### config.mk
export PLATFORM = sky130hd
export DESIGN_NAME = ex_mul_acc
export DESIGN_NICKNAME = d
export VERILOG_FILES = /design/src/rtl/ex_mul_acc_pkg.sv /design/src/rtl/ex_mul_acc_mul32x32u.sv /design/src/rtl/ex_mul_acc.sv
export SDC_FILE = /design/constraint.sdc
export NUM_CORES = 2
export LEC_CHECK = 0
export CAP_MARGIN = 30
export CORE_ASPECT_RATIO = 0.9
export CORE_MARGIN = 5
export CORE_UTILIZATION = 60
export DETAILED_ROUTE_END_ITERATION = 7
export MAX_ROUTING_LAYER = met4
export PLACE_DENSITY = 0.81
export SLEW_MARGIN = 20
export SYNTH_ARGS = -nofsm -noshare
export SYNTH_HDL_FRONTEND = slang
export SYNTH_SLANG_ARGS = --single-unit
### constraint.sdc
create_clock -name vclk -period 13.5
set_input_delay 1.35 -clock vclk [all_inputs]
set_output_delay 1.35 -clock vclk [all_outputs]
set_load 0.05 [all_outputs]
### src/rtl/ex_mul_acc_pkg.sv
// Shared constants for the EX-stage multiply / multiply-accumulate slice.
// Holds the ALU opcode encodings, bus widths, reset/write-enable levels and
// the accumulate FSM state encoding used by ex_mul_acc.
package ex_mul_acc_pkg;

  localparam int unsigned AluOpW = 8;
  localparam int unsigned RegW   = 32;

  localparam logic [RegW-1:0] ZeroWord    = '0;
  localparam logic            RstEnable   = 1'b1;
  localparam logic            WriteEnable = 1'b1;

  localparam logic [AluOpW-1:0] ExeMultOp  = 8'b0001_1000;
  localparam logic [AluOpW-1:0] ExeMultuOp = 8'b0001_1001;
  localparam logic [AluOpW-1:0] ExeMulOp   = 8'b1010_1001;
  localparam logic [AluOpW-1:0] ExeMaddOp  = 8'b1010_0110;
  localparam logic [AluOpW-1:0] ExeMadduOp = 8'b1010_1000;
  localparam logic [AluOpW-1:0] ExeMsubOp  = 8'b1010_1010;
  localparam logic [AluOpW-1:0] ExeMsubuOp = 8'b1010_1011;

  typedef enum logic [0:0] {
    StIdle = 1'b0,
    StAcc  = 1'b1
  } acc_state_e;

  // Ops whose operands are interpreted as two's-complement.
  function automatic logic is_signed_op(input logic [AluOpW-1:0] op);
    return (op == ExeMultOp) || (op == ExeMulOp) || (op == ExeMaddOp) || (op == ExeMsubOp);
  endfunction

  function automatic logic is_acc_op(input logic [AluOpW-1:0] op);
    return (op == ExeMaddOp) || (op == ExeMadduOp) || (op == ExeMsubOp) || (op == ExeMsubuOp);
  endfunction

  function automatic logic is_sub_op(input logic [AluOpW-1:0] op);
    return (op == ExeMsubOp) || (op == ExeMsubuOp);
  endfunction

endpackage

### src/rtl/ex_mul_acc_mul32x32u.sv
// mul32x32u: purely combinational 32x32 -> 64 unsigned multiplier.
// Ports:
//   a_i, b_i : 32-bit unsigned operands
//   p_o      : 64-bit unsigned product
module mul32x32u (
  input  logic [31:0] a_i,
  input  logic [31:0] b_i,
  output logic [63:0] p_o
);

  assign p_o = {32'd0, a_i} * {32'd0, b_i};

endmodule

### src/rtl/ex_mul_acc.sv
// ex_mul_acc: EX-stage multiplier with optional two-cycle multiply-accumulate.
// MULT/MULTU write HI/LO and MUL writes a GPR result in the same cycle. With
// EX_MUL_ACC_MADD_EN defined, MADD/MADDU/MSUB/MSUBU run a two-state FSM: the
// first cycle registers the (possibly negated) product and stalls, the second
// adds it to the forwarded HI/LO and writes back. Without the macro those ops
// produce zero outputs and no stall.
// Ports:
//   clk, rst          : clock, asynchronous active-high reset
//   aluop_i           : decoded operation
//   reg1_i, reg2_i    : forwarded operands
//   hi_i, lo_i        : forwarded HI/LO
//   flush_i           : abandon any accumulate in progress
//   stallreq_from_ex  : stall request to pipeline control
//   mul_wdata_o       : GPR result for MUL
//   hi_o, lo_o        : new HI/LO value
//   whilo_o           : HI/LO write enable
module ex_mul_acc
  import ex_mul_acc_pkg::*;
(
  input  logic              clk,
  input  logic              rst,
  input  logic [AluOpW-1:0] aluop_i,
  input  logic [RegW-1:0]   reg1_i,
  input  logic [RegW-1:0]   reg2_i,
  input  logic [RegW-1:0]   hi_i,
  input  logic [RegW-1:0]   lo_i,
  input  logic              flush_i,
  output logic              stallreq_from_ex,
  output logic [RegW-1:0]   mul_wdata_o,
  output logic [RegW-1:0]   hi_o,
  output logic [RegW-1:0]   lo_o,
  output logic              whilo_o
);

  logic            signed_op;
  logic [RegW-1:0] op1_mag;
  logic [RegW-1:0] op2_mag;
  logic [63:0]     prod_u;
  logic [63:0]     product;

  // Sign-magnitude multiply: the shared unsigned core sees magnitudes only.
  always_comb begin
    signed_op = is_signed_op(aluop_i);
    op1_mag   = (signed_op && reg1_i[RegW-1]) ? (~reg1_i + 32'd1) : reg1_i;
    op2_mag   = (signed_op && reg2_i[RegW-1]) ? (~reg2_i + 32'd1) : reg2_i;
  end

  mul32x32u u_mul (
    .a_i (op1_mag),
    .b_i (op2_mag),
    .p_o (prod_u)
  );

  always_comb begin
    if (signed_op && (reg1_i[RegW-1] ^ reg2_i[RegW-1])) begin
      product = ~prod_u + 64'd1;
    end else begin
      product = prod_u;
    end
  end

`ifdef EX_MUL_ACC_MADD_EN
  acc_state_e  state_q, state_d;
  logic [63:0] hilo_temp_q, hilo_temp_d;
  logic [63:0] acc_sum;

  assign acc_sum = hilo_temp_q + {hi_i, lo_i};

  always_ff @(posedge clk or posedge rst) begin
    if (rst == RstEnable) begin
      state_q     <= StIdle;
      hilo_temp_q <= '0;
    end else begin
      state_q     <= state_d;
      hilo_temp_q <= hilo_temp_d;
    end
  end

  always_comb begin
    state_d          = state_q;
    hilo_temp_d      = hilo_temp_q;
    stallreq_from_ex = 1'b0;
    whilo_o          = 1'b0;
    mul_wdata_o      = ZeroWord;
    hi_o             = ZeroWord;
    lo_o             = ZeroWord;

    if (is_acc_op(aluop_i)) begin
      if (flush_i) begin
        state_d = StIdle;
      end else if (state_q == StIdle) begin
        hilo_temp_d      = is_sub_op(aluop_i) ? (~product + 64'd1) : product;
        stallreq_from_ex = 1'b1;
        state_d          = StAcc;
      end else begin
        {hi_o, lo_o} = acc_sum;
        whilo_o      = WriteEnable;
        state_d      = StIdle;
      end
    end else begin
      // Any non-accumulate op (or a flush) abandons a pending accumulate.
      state_d = StIdle;
      if (aluop_i == ExeMultOp || aluop_i == ExeMultuOp) begin
        {hi_o, lo_o} = product;
        whilo_o      = WriteEnable;
      end else if (aluop_i == ExeMulOp) begin
        mul_wdata_o = product[RegW-1:0];
      end
    end

    // Reset blanks every output immediately, independent of the clock.
    if (rst == RstEnable) begin
      stallreq_from_ex = 1'b0;
      whilo_o          = 1'b0;
      mul_wdata_o      = ZeroWord;
      hi_o             = ZeroWord;
      lo_o             = ZeroWord;
    end
  end
`else
  // No accumulate path: clock, flush and forwarded HI/LO have no consumers.
  logic unused_inputs;
  assign unused_inputs = ^{clk, flush_i, hi_i, lo_i};

  always_comb begin
    stallreq_from_ex = 1'b0;
    whilo_o          = 1'b0;
    mul_wdata_o      = ZeroWord;
    hi_o             = ZeroWord;
    lo_o             = ZeroWord;

    if (rst != RstEnable) begin
      if (aluop_i == ExeMultOp || aluop_i == ExeMultuOp) begin
        {hi_o, lo_o} = product;
        whilo_o      = WriteEnable;
      end else if (aluop_i == ExeMulOp) begin
        mul_wdata_o = product[RegW-1:0];
      end
    end
  end
`endif

endmodule

==> results.cfg <==
[route]
detail_route.iter0.violations = 3993
wl_per_cell_um = 22.9
vias_after_detailed_routing = 35100
vias_per_cell = 5.85
residual_drc_count = 0
first_pass_iteration_count_of_the_detailed_router = 6
drtAntennaViolNets = 0
detail_route.wirelength_um = 137000

[worst_setup_path]
cpLargestDelayFamily = adder cells
worst-endpoint-arrival_ns = 12.09
critical_path.slowest_cell = sky130_fd_sc_hd__or4b_4
criticalPathCategory = in2out
critical_path_source = aluop_i[7]
timing.critical_path.buf_inv = 12
worstSetupStartpointType = input port
crit_path_end_kind = output pin
timing.critical_path.required_ns = 12.15
worst-path-max-fanout = 12
critPathMostFrequentCell = sky130_fd_sc_hd__fa_1
crit_path_max_incr_delay_ns = 0.56

[finish]
layout.cells.most_common = sky130_fd_sc_hd__inv_1
fill_cells = 4365
num-nets-final = 6499
finalCoreUtilization_pct = 77.1
clkbuf_count = 0
layout.area.seq_um2 = 0
numSequentialCells = 0
multi_input_area_mm2 = 0.0340
final_layout_size_suffix_gt1_share_pct = 21.0
areaGrowthSynthToFinish_pct = 27.8
top_library_cells_by_usage_in_the_layout_fill_and_taps_aside = sky130_fd_sc_hd__inv_1, sky130_fd_sc_hd__fa_1, sky130_fd_sc_hd__nor2_1

[hold_path]
timing.hold.worst.start = aluop_i[4]
hold_class = in2out

[run_status]
status = finished, final reports clean

[sta]
min_period_ns = 13.44
timing.max_slew.rel_slack_pct = 40.9
fmaxAchievable_mhz = 74.4
timing_worst_slew_pin_value_ns = 0.877
timing_max_transition_violations_final = 0
hold-worst-slack_ns = 3.67
rsz_0062_raised_after_global_routing = true
post-route-period-util_pct = 99.5
setup_violations = 0
final-hold-violation-count = 0

[logic_synthesis]
synth-simple-area-share_pct = 18.1
synth_seq_area_share_pct = 0
netlist_instances = 4507
synthesized_area_fraction_occupied_by_ao_oa_aoi_and_oai_cells_pct = 7.33
synth_fp_nets = 5808
synth_xor_xnor_area_share_pct = 5.01
post_synth_fa_ha_maj_area_fraction_pct = 57.9
mux_share_of_post_synthesis_cell_area_pct = 0.0818
synth_cell_type_count = 87
postSynthAreaPerCell_um2 = 8.15
main_combinational_cell_family_by_area_after_synthesis = adder cells
syn_area_mm2 = 0.0367
yosysWarningCount = 0

[global_routing]
initial_antenna_violation_count = 3
grt_pass1_wl_um = 207000
grt_pass1_vias = 36000
grt_usage_pct = 41.7
grt_start_max_net_pins = 42
grt-ovfl-total = 0

[flow_run]
max_cap_violations = 0

[die]
initial_utilization_pct = 60.3
fp.coreArea_mm2 = 0.0609
top_level_ports = 237
chipHeight_um = 245
number_of_standard_cell_rows_in_the_floorplan = 86
floorplan.die.width_um = 271
die_area_mm2 = 0.0663

[place]
io_buffer_count = 170
gpl.final_weighted_congestion = 1.09
place.detailed.hpwl_um = 117000

[clock_network]
cts_hold_buffers = 0
## per-layer routing
layer	share of wire [%]	global-route usage, %
met2	43	62.1
met5	0	-
met3	12	10.2
met1	36	53.0
met4	8.4	23.4
## path summary, 6_finish.rpt
| kind | end | depth (start not counted) |
|---|---|---|
| setup / recovery | hi_o[23] | 44 |
| hold / removal | hi_o[17] | 5 |
## per-stage QoR
stage,cells,setup TNS [ns],cell area [um2],setup slack (ns)
2_1_floorplan,4507,0,36700,0.257
3_3_place_gp,5925,-3.97,44900,-0.431
3_5_place_dp,5925,-5.78,44900,-0.430
4_1_cts,5934,-0.0258,45300,-0.0258
5_1_grt,5990,-1.20,46900,-0.181
6_report,5990,0,46900,0.0620
## tightest hold or removal path, stage by stage
cell,delay [ns]
sky130_fd_sc_hd__dlymetal6s2s_1,0.16
sky130_fd_sc_hd__nand2_1,0.08
sky130_fd_sc_hd__or3_2,0.49
sky130_fd_sc_hd__nor2_2,0.10
sky130_fd_sc_hd__buf_12,0.14
## Yosys cell counts, types with 18 or more instances
library cell               number  area share, %
sky130_fd_sc_hd__a21o_1        26           0.53
sky130_fd_sc_hd__a21oi_1      110            1.5
sky130_fd_sc_hd__a31oi_1       18           0.31
sky130_fd_sc_hd__and2_1        21           0.36
sky130_fd_sc_hd__clkbuf_1     198            2.0
sky130_fd_sc_hd__fa_1         896             49
sky130_fd_sc_hd__ha_1         266            9.1
sky130_fd_sc_hd__inv_1        901            9.2
sky130_fd_sc_hd__nand2_1      585            6.0
sky130_fd_sc_hd__nand2b_1      18           0.31
sky130_fd_sc_hd__nand3_1       27           0.37
sky130_fd_sc_hd__nand4_1       36           0.61
sky130_fd_sc_hd__nor2_1       767            7.8
sky130_fd_sc_hd__nor3_1        42           0.57
sky130_fd_sc_hd__o211ai_1      20           0.41
sky130_fd_sc_hd__o21ai_0       83            1.1
sky130_fd_sc_hd__o21ai_1       18           0.25
sky130_fd_sc_hd__or3_1         21           0.36
sky130_fd_sc_hd__xnor2_1      114            2.7
sky130_fd_sc_hd__xor2_1        96            2.3
## final cells by class
class / count / area share [%]
multi-input cells: 3390 / 72.5
inverters: 901 / 7.21
diodes: 2 / 0.0107
well taps: 792 / 2.11
repair buffers: 905 / 18.1
## cell families after synthesis
group / count (synthesis)
AOI/OAI and AO/OA: 410
xor gates and xnor gates: 210
adders and majority gates: 1162
buffers and inverters: 1117
muxes: 3
other: 1
and+or+nand+nor: 1604
## timing repair
item	in CTS	in global routing
gates cloned	1	4
endpoints found under the setup margin	25	40
pin swaps	18	75
gates resized for setup	92	259
buffers inserted	8	49
Power is left out: the tool's default activity adds up to more than one toggle a clock period on the data nets, which glitch-free logic cannot reach.
